File: src/rtl/mod10_updown_counter.sv
// Decimal (0..9) up/down counter with load, illegal-load hold state and wrap pulse.
// Define MOD10_WRAP_CNT_EN to build the saturating wrap counter; otherwise wrap_cnt is tied to 0.
module mod10_updown_counter #(
  parameter logic [3:0] RST_VAL = 4'd0,
  parameter int         WRAP_W  = 8
) (
  input  logic              clock,
  input  logic              rst,
  input  logic              load,
  input  logic              mode,
  input  logic [3:0]        data_in,
  output logic [3:0]        data_out,
  output logic              tc,
  output logic              load_err,
  output logic [WRAP_W-1:0] wrap_cnt
);

  typedef enum logic {CNT, HOLD} state_t;

  state_t     state, state_nxt;
  logic [3:0] data_nxt;
  logic       tc_nxt;
  logic       err_nxt;

  // The wrap is decided from the current value, so no out-of-range value is ever formed.
  function automatic logic [3:0] mod10_step(input logic [3:0] v, input logic up);
    if (up) return (v == 4'd9) ? 4'd0 : 4'(v + 4'd1);
    else    return (v == 4'd0) ? 4'd9 : 4'(v - 4'd1);
  endfunction

  function automatic logic [WRAP_W-1:0] sat_inc(input logic [WRAP_W-1:0] v);
    return (&v) ? v : WRAP_W'(v + 1'b1);
  endfunction

  always_comb begin
    state_nxt = CNT;
    data_nxt  = data_out;
    tc_nxt    = 1'b0;
    err_nxt   = 1'b0;
    if (load) begin
      if (data_in <= 4'd9) begin
        data_nxt = data_in;
      end else begin
        err_nxt   = 1'b1;
        state_nxt = HOLD;
      end
    end else if (state == CNT) begin
      data_nxt = mod10_step(data_out, mode);
      tc_nxt   = mode ? (data_out == 4'd9) : (data_out == 4'd0);
    end
  end

  always_ff @(posedge clock or negedge rst) begin
    if (!rst) begin
      state    <= CNT;
      data_out <= RST_VAL;
      tc       <= 1'b0;
      load_err <= 1'b0;
    end else begin
      state    <= state_nxt;
      data_out <= data_nxt;
      tc       <= tc_nxt;
      load_err <= err_nxt;
    end
  end

`ifdef MOD10_WRAP_CNT_EN
  always_ff @(posedge clock or negedge rst) begin
    if (!rst)        wrap_cnt <= '0;
    else if (tc_nxt) wrap_cnt <= sat_inc(wrap_cnt);
  end
`else
  assign wrap_cnt = '0;
`endif

endmodule
File: config.mk
export PLATFORM = sky130hd
export DESIGN_NAME = mod10_updown_counter
export DESIGN_NICKNAME = d
export VERILOG_FILES = /design/src/rtl/mod10_updown_counter.sv
export SDC_FILE = /design/constraint.sdc
export NUM_CORES = 1
export LEC_CHECK = 0
export CAP_MARGIN = 5
export CORE_MARGIN = 1.5
export CORE_UTILIZATION = 40
export DETAILED_ROUTE_END_ITERATION = 8
export PLACE_DENSITY_LB_ADDON = 0.2
export SYNTH_ARGS = -nofsm -noshare
export SYNTH_HDL_FRONTEND = slang
export SYNTH_SLANG_ARGS = --single-unit
export TNS_END_PERCENT = 50
File: constraint.sdc
create_clock -name clock -period 1.85 [get_ports clock]
set_input_delay 0.37 -clock clock [delete_from_list [all_inputs] [get_ports clock]]
set_output_delay 0.37 -clock clock [all_outputs]
set_load 0.05 [all_outputs]
==> run metrics <==
sequential element share of the synthesized area=0.2752; DRT iter0 DRCs=7; ranking of synthesized cells by area=dfrtp_1 28%, buf_4 14%, a21oi_1 4.6%; # rows=13; CP Data Required Time=1.48 ns; Post-Route Skew=0.004122 ns; GPL Wtd Cong=0.8187; worst path bufs/invs=1; leakage=0.2963 nW; DRT antenna net count=0; Setup Fix Bufs, Post-CTS=0; Starting Density=0.4245; async set-reset flop share out of synthesis=1.000; DR vias=484; Clk Latency, worst-skew pair=0.24 ns; pwr dens=896.9 nW/um^2; Num CTS Buffers=3; period utilization=0.9233; Worst EP arrival=1.34 ns; total track usage=0.1628; crit path time final=approximately 1.7 ns; DRC violations left=0; status=finished, final reports clean; number of enable flip-flop cells after synthesis=0; Via density=roughly 5; post-synthesis cell type count=31; CP Cell Sequence=clkdlybuf4s50_1; Root Buffer=clkbuf_4; Cells after Synth=64; Final setup viols=0; Die H=39.93 um; reg2reg start=data_out[3]$_DFFE_PN0P_; final hold slack=0.3624 ns; Die W=~40 um; area of the mapped netlist=around 550 um^2; Worst-path clk slew=0.04 ns; Total Negative Setup Slacks=0 ns; number of global-route vias before repair=398; antenna violations before repair=0; startpoint types=register; R2R depth=4; hold_buf cts=0; # H-tree levels=1; port bufs=13; Layout Nets=89; f_max=0.5854 GHz; synth-to-layout area growth=24.31%; CTS tree=built; Boundary Pins=22; worst hold path class=in -> async; FF+latch count, synth=6; Final Hold Fails=0; RSZ-0062 raised after global routing=no; clock sink count=6; largest net degree at the start of global routing=12; Setup CP Type=reg -> out; clock buffer depth=2; max-cap check violation count=0; setup slack, reg-to-reg=between 0.4 and 0.5 ns; first-pass GRT wire length=1704 um; post-cts resize count=0; VDD IR max=~0.29 mV; CP delay by family, top=buffers and inverters; area of the die=1594 um^2; share of the synthesized area in the top cell type=0.2752; crit path capture type=output port; Synth Flop Type=dfrtp_1; layout cells sized above 1=0.2278; WL final=1088 um; critical path fanouts, max=1; Detailed Routing Iterations Pass 1=4; core area=roughly 1300 um^2; Post-DP HPWL=820.9 um; slowest stage cell, crit path=clkdlybuf4s50_1; Ys Warns=0; GR Overflow Total=0; Slew Limit Fails=0; Avg Inst Size Synth=8.524 um^2; Reg2Reg Capture Point=data_out[3]$_DFFE_PN0P_; post-synth top area cell=dfrtp_1; CP max stage delay=between 0.7 and 0.8 ns; post-DR wirelength/cell=11.57 um; antenna diode count=0
cells by family after synthesis:
kind of cell	Yosys count	share of synthesized area
other cells	1	0.006874
buf+inv	16	0.2087
xor+xnor	1	0.01606
compound gates	20	0.2569
flops	6	0.2752
simple gates	20	0.2363
stage by stage:
| stage | instances | util | worst slack, ns | instance area (um^2) | power, mW |
|---|---|---|---|---|---|
| 3_5_place_dp | 91 | 0.5102 | 0.07250 | 655.6 | 0.4960 |
| 2_1_floorplan | 71 | - | 0.2348 | 571.8 | 0.4281 |
| 4_1_cts | 94 | 0.5278 | 0.1313 | 678.2 | 0.6105 |
| 3_3_place_gp | 91 | 0.5102 | 0.06343 | 655.6 | 0.4958 |
| 6_report | 94 | 0.5278 | 0.1418 | 678.2 | 0.6082 |
| 5_1_grt | 94 | 0.5278 | 0.08842 | 678.2 | 0.6467 |
routing by layer:
metal,vias up,part of all wire,track usage
li1,247,-,-
met3,2,0.053,0.03333
met1,215,0.47,0.2021
met4,0,0.016,0.07759
met5,-,0,0
met2,20,0.46,0.2661
cell usage after synthesis, types with 2 or more instances:
cell type   n
nand2b_1    3
nand3_1     3
nand2_1     3
buf_4      10
o21ai_0     4
buf_6       2
inv_1       3
dfrtp_1     6
o22ai_1     2
a21oi_1     5
o311ai_0    2
a31oi_1     2
worst max-delay path by stage:
stage	start	to	slack, ns	depth (start not counted)
after floorplan	data_out[2]$_DFFE_PN0P_	data_out[3]$_DFFE_PN0P_	0.23	5
after global placement	mode	data_out[3]$_DFFE_PN0P_	0.06	5
after detailed placement	mode	data_out[3]$_DFFE_PN0P_	0.07	5
after CTS	tc$_DFF_PN0_	tc	0.13	1
after global routing	tc$_DFF_PN0_	tc	0.09	1
final	tc$_DFF_PN0_	tc	0.14	1
flip-flops by register name, indices dropped and copies added, names as in the netlist:
name,cells
data_out,4
state,1
tc,1
where the power goes:
group / total [mW] / switching, mW / internal [mW]
combinational: 0.303 / 0.187 / 0.117
sequential: 0.192 / 0.0410 / 0.151
clock: 0.113 / 0.0402 / 0.0729
total: 0.608 / 0.268 / 0.340
cells in the final DEF (no fill, tap or decap), types with 2 or more instances in the layout:
cell             n
o21ai_0          4
nand3_1          3
o22ai_1          2
o311ai_0         2
conb_1           8
inv_1            3
nand2_1          3
clkbuf_4         3
nand2b_1         3
dfrtp_1          6
a21oi_1          5
clkdlybuf4s50_1  8
a31oi_1          2
buf_4            9
area by class of cell:
type                       count  area (um^2)
multi-input combinational     49        307.8
sequential                     6        150.1
clock buffer                   3        22.52
timing repair buffer          18        167.7
fill                         126        606.8
tap                           15        18.77
inverter                       3        11.26
Note: power is estimated with default switching activity, not from simulation.
